===== config.mk =====
export PLATFORM = sky130hd
export DESIGN_NAME = regfile_multiport
export DESIGN_NICKNAME = d
export VERILOG_FILES = /design/src/rtl/regfile_pkg.sv /design/src/rtl/regfile_clear_fsm.sv /design/src/rtl/regfile_multiport.sv
export SDC_FILE = /design/constraint.sdc
export NUM_CORES = 1
export LEC_CHECK = 0
export BUFFER_PORTS_ARGS = -buffer_cell sky130_fd_sc_hd__buf_2
export CORE_MARGIN = 3
export CORE_UTILIZATION = 60
export CTS_CLUSTER_DIAMETER = 60
export DETAILED_ROUTE_END_ITERATION = 12
export PLACE_DENSITY = 0.78
export SETUP_SLACK_MARGIN = 0.1
export SLEW_MARGIN = 40
export SYNTH_ARGS = -nofsm -noshare
export SYNTH_HDL_FRONTEND = slang
export SYNTH_HIERARCHICAL = 1
export SYNTH_SLANG_ARGS = --single-unit

===== constraint.sdc =====
create_clock -name clk_i -period 8.2 [get_ports clk_i]
set_input_delay 2.46 -clock clk_i [delete_from_list [all_inputs] [get_ports clk_i]]
set_output_delay 2.46 -clock clk_i [all_outputs]
set_load 0.1 [all_outputs]

===== src/rtl/regfile_pkg.sv =====
// rtl/regfile_pkg.sv - shared types and constants for the multiport register file
package regfile_pkg;

  typedef enum logic {
    RF_CLEAR = 1'b0,
    RF_RUN   = 1'b1
  } rf_state_e;

  localparam int RF_DATA_W = 32;
  localparam int RF_ADDR_W = 5;
  localparam int RF_NUM_RD = 2;

  // Fixed registers watched by the syscall/IO logic
  localparam int TAP_SYSCALL = 2;
  localparam int TAP_STDOUT  = 4;

endpackage


===== src/rtl/regfile_clear_fsm.sv =====
// rtl/regfile_clear_fsm.sv - post-reset sequencer that zeroes every array entry
module regfile_clear_fsm
  import regfile_pkg::*;
#(
  parameter int ADDR_W = RF_ADDR_W
) (
  input  logic              clk_i,
  input  logic              rst_n_i,
  output logic              clr_we_o,
  output logic [ADDR_W-1:0] clr_idx_o,
  output logic              ready_o
);

  localparam logic [ADDR_W-1:0] LAST_IDX = '1;

  rf_state_e         state_q, state_d;
  logic [ADDR_W-1:0] clr_idx_q, clr_idx_d;
  logic              ready_q, ready_d;

  always_ff @(posedge clk_i or negedge rst_n_i) begin
    if (!rst_n_i) begin
      state_q   <= RF_CLEAR;
      clr_idx_q <= '0;
      ready_q   <= 1'b0;
    end else begin
      state_q   <= state_d;
      clr_idx_q <= clr_idx_d;
      ready_q   <= ready_d;
    end
  end

  always_comb begin
    state_d   = state_q;
    clr_idx_d = clr_idx_q;
    ready_d   = ready_q;
    clr_we_o  = 1'b0;
    case (state_q)
      RF_CLEAR: begin
        clr_we_o  = 1'b1;
        clr_idx_d = clr_idx_q + 1'b1;
        // ready rises on the same edge that clears the last entry
        if (clr_idx_q == LAST_IDX) begin
          state_d = RF_RUN;
          ready_d = 1'b1;
        end
      end
      RF_RUN: begin
        state_d = RF_RUN;
      end
      default: begin
        state_d = RF_CLEAR;
      end
    endcase
  end

  assign clr_idx_o = clr_idx_q;
  assign ready_o   = ready_q;

endmodule


===== src/rtl/regfile_multiport.sv =====
// rtl/regfile_multiport.sv - NUM_RD registered read ports, one write port, bypass and taps
module regfile_multiport
  import regfile_pkg::*;
#(
  parameter int DATA_W   = RF_DATA_W,
  parameter int ADDR_W   = RF_ADDR_W,
  parameter int NUM_RD   = RF_NUM_RD,
  parameter bit ZERO_REG = 1'b1,
  parameter int TAP0_IDX = TAP_SYSCALL,
  parameter int TAP1_IDX = TAP_STDOUT
) (
  input  logic                     clk_i,
  input  logic                     rst_n_i,
  input  logic [NUM_RD-1:0]        rd_en_i,
  input  logic [NUM_RD*ADDR_W-1:0] rd_addr_i,
  output logic [NUM_RD*DATA_W-1:0] rd_data_o,
  input  logic                     wr_en_i,
  input  logic [ADDR_W-1:0]        wr_addr_i,
  input  logic [DATA_W-1:0]        wr_data_i,
  output logic                     ready_o,
  output logic [DATA_W-1:0]        tap0_o,
  output logic [DATA_W-1:0]        tap1_o
);

  localparam int                DEPTH  = 2 ** ADDR_W;
  localparam logic [ADDR_W-1:0] TAP0_A = ADDR_W'(TAP0_IDX);
  localparam logic [ADDR_W-1:0] TAP1_A = ADDR_W'(TAP1_IDX);

  logic [DATA_W-1:0] mem [DEPTH];
  logic              ready;
  logic              clr_we;
  logic [ADDR_W-1:0] clr_idx;
  logic              wr_ok;

  regfile_clear_fsm #(
    .ADDR_W (ADDR_W)
  ) u_clear_fsm (
    .clk_i     (clk_i),
    .rst_n_i   (rst_n_i),
    .clr_we_o  (clr_we),
    .clr_idx_o (clr_idx),
    .ready_o   (ready)
  );

  assign wr_ok = ready && wr_en_i && !(ZERO_REG && (wr_addr_i == '0));

  // No reset on the array: the clear sequencer initialises it after every reset
  always_ff @(posedge clk_i) begin
    if (clr_we) begin
      mem[clr_idx] <= '0;
    end else if (wr_ok) begin
      mem[wr_addr_i] <= wr_data_i;
    end
  end

  for (genvar g = 0; g < NUM_RD; g++) begin : g_rd
    logic [ADDR_W-1:0] addr;
    logic [DATA_W-1:0] rd_q, rd_d;

    assign addr = rd_addr_i[g*ADDR_W +: ADDR_W];

    // Zero register beats bypass, bypass beats the stored value
    always_comb begin
      rd_d = rd_q;
      if (!ready) begin
        rd_d = '0;
      end else if (rd_en_i[g]) begin
        if (ZERO_REG && (addr == '0)) begin
          rd_d = '0;
        end else if (wr_en_i && (wr_addr_i == addr)) begin
          rd_d = wr_data_i;
        end else begin
          rd_d = mem[addr];
        end
      end
    end

    always_ff @(posedge clk_i or negedge rst_n_i) begin
      if (!rst_n_i) begin
        rd_q <= '0;
      end else begin
        rd_q <= rd_d;
      end
    end

    assign rd_data_o[g*DATA_W +: DATA_W] = rd_q;
  end

  assign ready_o = ready;
  assign tap0_o  = ready ? mem[TAP0_A] : '0;
  assign tap1_o  = ready ? mem[TAP1_A] : '0;

endmodule


==> results of run 1 <==
## worst max-delay path: stages
cell and delay (ps):
buf_6 420, buf_4 670, buf_4 720, nor2b_1 210
buf_4 310, nand2_1 400, o221ai_1 310, o311ai_0 150
## placed cells by master (no fill, tap or decap), types with 8 or more instances in the layout
| master | instances |
|---|---|
| edfxtp_1 | 1024 |
| mux4_2 | 462 |
| mux2i_1 | 178 |
| buf_2 | 177 |
| clkbuf_16 | 112 |
| buf_4 | 91 |
| and2_1 | 87 |
| dfrtp_1 | 70 |
| nand2_1 | 57 |
| o221ai_1 | 49 |
| a22o_1 | 47 |
| nand4_1 | 47 |
| nor2b_1 | 42 |
| o22ai_1 | 40 |
| o22a_1 | 39 |
| o311ai_0 | 38 |
| a211oi_1 | 36 |
| and2_2 | 34 |
| nor3_2 | 28 |
| mux2_2 | 25 |
| clkbuf_1 | 22 |
| clkinv_1 | 21 |
| a41oi_1 | 19 |
| o41ai_1 | 17 |
| clkinv_2 | 16 |
| a2111oi_0 | 14 |
| nor4bb_1 | 12 |
| bufinv_16 | 12 |
| clkbuf_8 | 11 |
| clkinvlp_4 | 10 |
| xor2_1 | 8 |
## final cells by class
class	count	share of cell area, %
well taps	1134	2.46
inverters	4	0.0260
diodes	7	0.0304
flip-flops and latches	1095	56.4
clock buffers	145	5.27
multi-input cells	1374	31.1
repair buffers	293	3.55
clock inverters	64	1.12
## flip-flops by register name, indices dropped and copies added, names as in the netlist
register and flops:
mem 1024, u_clear_fsm/clr_idx_o 5, g_rd.rd_q 64, u_clear_fsm/state_q 1, u_clear_fsm/ready_o 1
## final timing paths
| check | start | end | slack (ps) | depth (start not counted) |
|---|---|---|---|---|
| max in group asynchronous | rst_n_i | u_clear_fsm/ready_o$_DFFE_PN0P_ | 5070 | 2 |
| worst max register to register | u_clear_fsm/state_q$_DFF_PN0_ | mem[1][14]$_DFFE_PP_ | 4200 | 7 |
| worst max-delay path | rd_addr_i[2] | g_rd[0].rd_q[31]$_DFFE_PN0P_ | 2880 | 8 |
| min in group asynchronous | rst_n_i | g_rd[1].rd_q[28]$_DFFE_PN0P_ | 1840 | 1 |
| worst min-delay path | g_rd[1].rd_q[4]$_DFFE_PN0P_ | g_rd[1].rd_q[4]$_DFFE_PN0P_ | 500 | 2 |
| worst min register to register | g_rd[1].rd_q[4]$_DFFE_PN0P_ | g_rd[1].rd_q[4]$_DFFE_PN0P_ | 500 | 2 |
## routing by layer
metal | track usage [%] | up-vias
met5 | 0 | -
met4 | 21.1 | 6
met3 | 12.7 | 778
met2 | 55.5 | 3204
met1 | 48.5 | 16467
li1 | - | 12072
## power by group through the flow
stage | Sequential (W) | Clock [W] | Combinational, W
after floorplan | 0.00664 | 0 | 0.000604
after global placement | 0.00634 | 0 | 0.00128
after detailed placement | 0.00634 | 0 | 0.00132
after CTS | 0.00623 | 0.00514 | 0.00132
after global routing | 0.00623 | 0.00537 | 0.00139
final | 0.00623 | 0.00514 | 0.00136
## logic make-up after synthesis
group           Yosys count
fa+ha+maj                 2
simple gates            361
buf+inv                 241
xor+xnor                 13
compound gates          327
flops                  1095
mux                     671
## through the flow
stage	util (%)	instances	cell area [um2]	worst slack, ps
3_5_place_dp	63.9	3896	53800	1970
6_report	68.5	4116	57700	2880
4_1_cts	68.3	4105	57500	2650
3_3_place_gp	63.6	3885	53500	2000
5_1_grt	68.4	4109	57600	2920
2_1_floorplan	-	2710	51300	1780
==> out/metrics.cfg, run 1 <==
[power_and_ir_drop]
total_leakage_power_nw = 20.5
ir_worst_vdd_uv = 169
switching_share_pct = 25.1
switching_power_w = 0.00320
seq_power_share_pct = 48.9
intPower_w = 0.00953
p_total_w = 0.0127
pwr_density_cell_nw_per_um2 = 221
p_clk_share_pct = 40.4
pwr-share-comb_pct = 10.7

[clocking]
path_clk_slew_ps = 60
cts_tree = done
ctsRootBufferMaster = clkbuf_16
clock_latency_ps = 690
clkSinkCount = 1095
cts_resized = 0
cts_max_level = 3
post_cts.repair.setup_buffers = 0
numCtsBuffers = 110
ctsLongestPathBuffers = 3
cts_hold_buf = 0

[critical_path]
critPathLaunchType = primary input
critPathCaptureType = flip-flop
crit_arrival_ps = 5830
path_class = in2reg
path_max_fanout = 49
cp_data_required_time_ps = 8710

[route]
drc = 0
via_per_inst = 7.90
top_layer = met5
dr_wl_met2_um = 74400
wl_per_cell_um = 40.2
wl_met1_um = 52400
met3_wirelength_um = 26800
vias = 32527
dr.first_iter.drc_count = 5047
drt-total-wl_um = 165000
drtAntennaViolNets = 0
drt-pass1-iter-count = 7

[run]
max_cap_violations = 0

[yosys]
synth.area.mux_share_pct = 24.4
syn_inst = 2710
yosys.area.top_type_share_pct = 59.9
synth_top_family_by_area = multiplexers
avgSynthCellArea_um2 = 18.9
yosys_most_used_dff = edfxtp_1
synth_most_common_cell = edfxtp_1
ys_seq_area_share_pct = 63.4
synth_nets = 2764
synth-simple-area-share_pct = 4.26
async_flop_share_pct = 6.48
ys_top_cells_by_count = 1024 x edfxtp_1, 462 x mux4_2, 182 x mux2i_1
synth-xor-area-share_pct = 0.237
synth_area_leaders = edfxtp_1 60%, mux4_2 20%, mux2i_1 3.6%, dfrtp_1 3.5%, and2_1 1.5%
syn_area_um2 = 51300
synth_edf_count = 1024
synth-compound-area-share_pct = 5.30
yosysWarnings = 6
ys_types = 60
synth_fa_ha_area_share_pct = 0.0488
yosysTopAreaCell = edfxtp_1
ys_seq_elements = 1095

[timing]
slew_headroom_pct = 32.2
period_needed_ps = 5320
hold_viol = 0
period_share_pct = 64.9
drv_slew = 0
worst_slew_pin_slew_ps = 1020
whs_ps = 504
fmax_mhz = 188
setup_tns_ps = 0
finalSetupViolations = 0
skew_ps = 22.9
rsz0062_at_grt = no

[place]
dp_hpwl_um = 93900
portBuffers = 180
gp_congestion = 0.961

[layout]
multi_input_area_um2 = 18000
area_growth_pct = 12.4
nets = 2932
regArea_um2 = 32500
fillers = 5132
drive_gt1_share_pct = 35.3

[global_route]
grt_use_total_pct = 37.2
grt_max_degree = 110
grt_pass1_wl_um = 235000
globalRouteOverflowTotal = 0
antenna_found_initial = 5
grt_pass1_vias = 32829

[status]
status = completed

[worst_hold_path]
min_path_type = reg2reg

[floorplanning]
start_util_pct = 60.9
std_cell_rows = 106
fp.dieH_um = 298
io-pin-count = 181
core_area_um2 = 84200
dieArea_um2 = 89000
die_x_um = 298

No activity file was read; power rests on OpenSTA's default activity.
==> run 2: changes to the inputs <==
Settings changed: CORE_UTILIZATION 60 to 56, PLACE_DENSITY 0.78 to 0.76.
Clock period 8.2 ns to 4.4 ns, I/O delays scaled along.
==> run 2 against run 1 <==
  * Clock skew rose by 6.5 ps
  * Die area rose by 7.0%
  * Setup slack got worse by 2000 ps
  * Sequential cell count did not move
  * Combinational power rose by 95%
  * Final area rose by 2.1%
  * Count of clock-buffer cells in the layout rose by 9
  * Sequential share of layout area fell by 1.2 points
  * Via count rose by 0.87%
  * Utilization fell by 3.3 points
  * Non-clock buffer count rose by 94
  * Critical path type is now reg2out
  * Largest cell class unchanged
  * Largest power group unchanged
  * Highest routed layer unchanged
==> out/metrics.cfg, run 2 (synthesized netlist as in run 1, its figures left out) <==
[critical_path]
cp_data_required_time_ps = 3080
critPathTopFamily = buffers and inverters
path_class = reg2out
path_max_fanout = 39
crit_buf_inv = 2
max_stage_delay_ps = 440
critPathCaptureType = output pin
cp_cell_sequence = buf_4, and2_1, buf_2
crit_arrival_ps = 2170
slowest_stage = buf_2
critPathLaunchType = flip-flop

[layout]
fillers = 5817
largest_reg_flops = 1024
fin_util_pct = 65.1
final_cell_mix = 1024 x edfxtp_1, 462 x mux4_2, 179 x mux2i_1
instances_no_fill = 4244
area_growth_pct = 14.8
drive_gt1_share_pct = 36.3
regArea_um2 = 32500
multi_input_area_um2 = 18000
regMostFlops = mem
mostFrequentLayoutCell = edfxtp_1
nets = 3027

[clocking]
clkSinkCount = 1095
ctsLongestPathBuffers = 3
numCtsBuffers = 111
cts_resized = 0
path_clk_slew_ps = 60
ctsRootBufferMaster = clkbuf_16
cts_max_level = 3
cts_tree = done
clock_latency_ps = 700
cts_hold_buf = 0
post_cts.repair.setup_buffers = 0

[timing]
skew_ps = 29.4
slew_headroom_pct = 38.4
hold_viol = 0
rsz0062_at_grt = no
setup_slack_ps = 911
worst_slew_pin_slew_ps = 924
setup_tns_ps = 0
fmax_mhz = 287
drv_slew = 0
finalSetupViolations = 0
period_needed_ps = 3490
period_share_pct = 79.3

[floorplanning]
fp.dieH_um = 309
die_x_um = 309
start_util_pct = 56.7
dieArea_um2 = 95300
std_cell_rows = 110
core_area_um2 = 90400
io-pin-count = 181

[global_route]
grt_pass1_vias = 33747
grt_pass1_wl_um = 242000
antenna_found_initial = 8
grt_max_degree = 70
globalRouteOverflowTotal = 0
grt_use_total_pct = 36.2

[place]
gp_congestion = 0.885
dp_hpwl_um = 101000
portBuffers = 180
preCtsSetupSlack_ps = 366
dp.cells = 4036

[power_and_ir_drop]
pwr_density_cell_nw_per_um2 = 403
total_leakage_power_nw = 21.2
p_total_w = 0.0237
ir_worst_vdd_uv = 383

[route]
vias = 32810
wl_per_cell_um = 40.2
via_per_inst = 7.73
drt-pass1-iter-count = 8
drtAntennaViolNets = 0
drt-total-wl_um = 170000
drc = 0
dr.first_iter.drc_count = 5524

[run]
max_cap_violations = 0

[worst_hold_path]
min_path_type = reg2reg

[status]
status = completed

[run 2: per-layer routing]
layer,vias up,global-route usage [%],wire [um]
met3,714,10.9,25700
met2,3120,54.6,77400
met4,8,19.6,11200
met1,16718,47.9,56200
met5,-,0.297,52
li1,12250,-,-
[run 2: power by group]
group          switching, W  internal (W)
Combinational       0.00189      0.000767
Clock               0.00405       0.00541
Sequential        0.0000916        0.0115
[run 2: stage by stage]
stage / hold slack, ps / cell area [um2]
final: 498 / 58900
after global routing: 544 / 58900
after CTS: 512 / 58900
after detailed placement: 499 / 55300
after global placement: 498 / 55200
after floorplan: 528 / 51500
[run 2: final timing paths]
kind                                                 startpoint                              end  slack [ps]  cells past startpoint
worst min-delay path               g_rd[1].rd_q[16]$_DFFE_PN0P_     g_rd[1].rd_q[16]$_DFFE_PN0P_         500                      2
min in group asynchronous                               rst_n_i  u_clear_fsm/ready_o$_DFFE_PN0P_         670                      1
worst max register to register    u_clear_fsm/state_q$_DFF_PN0_             mem[5][19]$_DFFE_PP_        1280                      6
max in group asynchronous                               rst_n_i     g_rd[0].rd_q[12]$_DFFE_PN0P_        2650                      2
worst min register to register     g_rd[1].rd_q[16]$_DFFE_PN0P_     g_rd[1].rd_q[16]$_DFFE_PN0P_         500                      2
worst max-delay path            u_clear_fsm/ready_o$_DFFE_PN0P_                       tap0_o[31]         910                      3
[run 2: layout make-up]
| type | count | share of cell area [%] |
|---|---|---|
| clock buffers | 154 | 5.28 |
| multi-input cells | 1374 | 30.6 |
| diodes | 2 | 0.00850 |
| well taps | 1176 | 2.50 |
| clock inverters | 52 | 0.867 |
| flip-flops and latches | 1095 | 55.2 |
| repair buffers | 387 | 5.45 |
| inverters | 4 | 0.0255 |
[run 2: worst register-to-register path: cells and delay by family, from the launching register on]
kind	cells	cell delay, ps
buffers and inverters	2	570
flip-flops	1	490
multiplexers	1	690
AND/OR/NAND/NOR	2	580
AO/OA/AOI/OAI	1	380
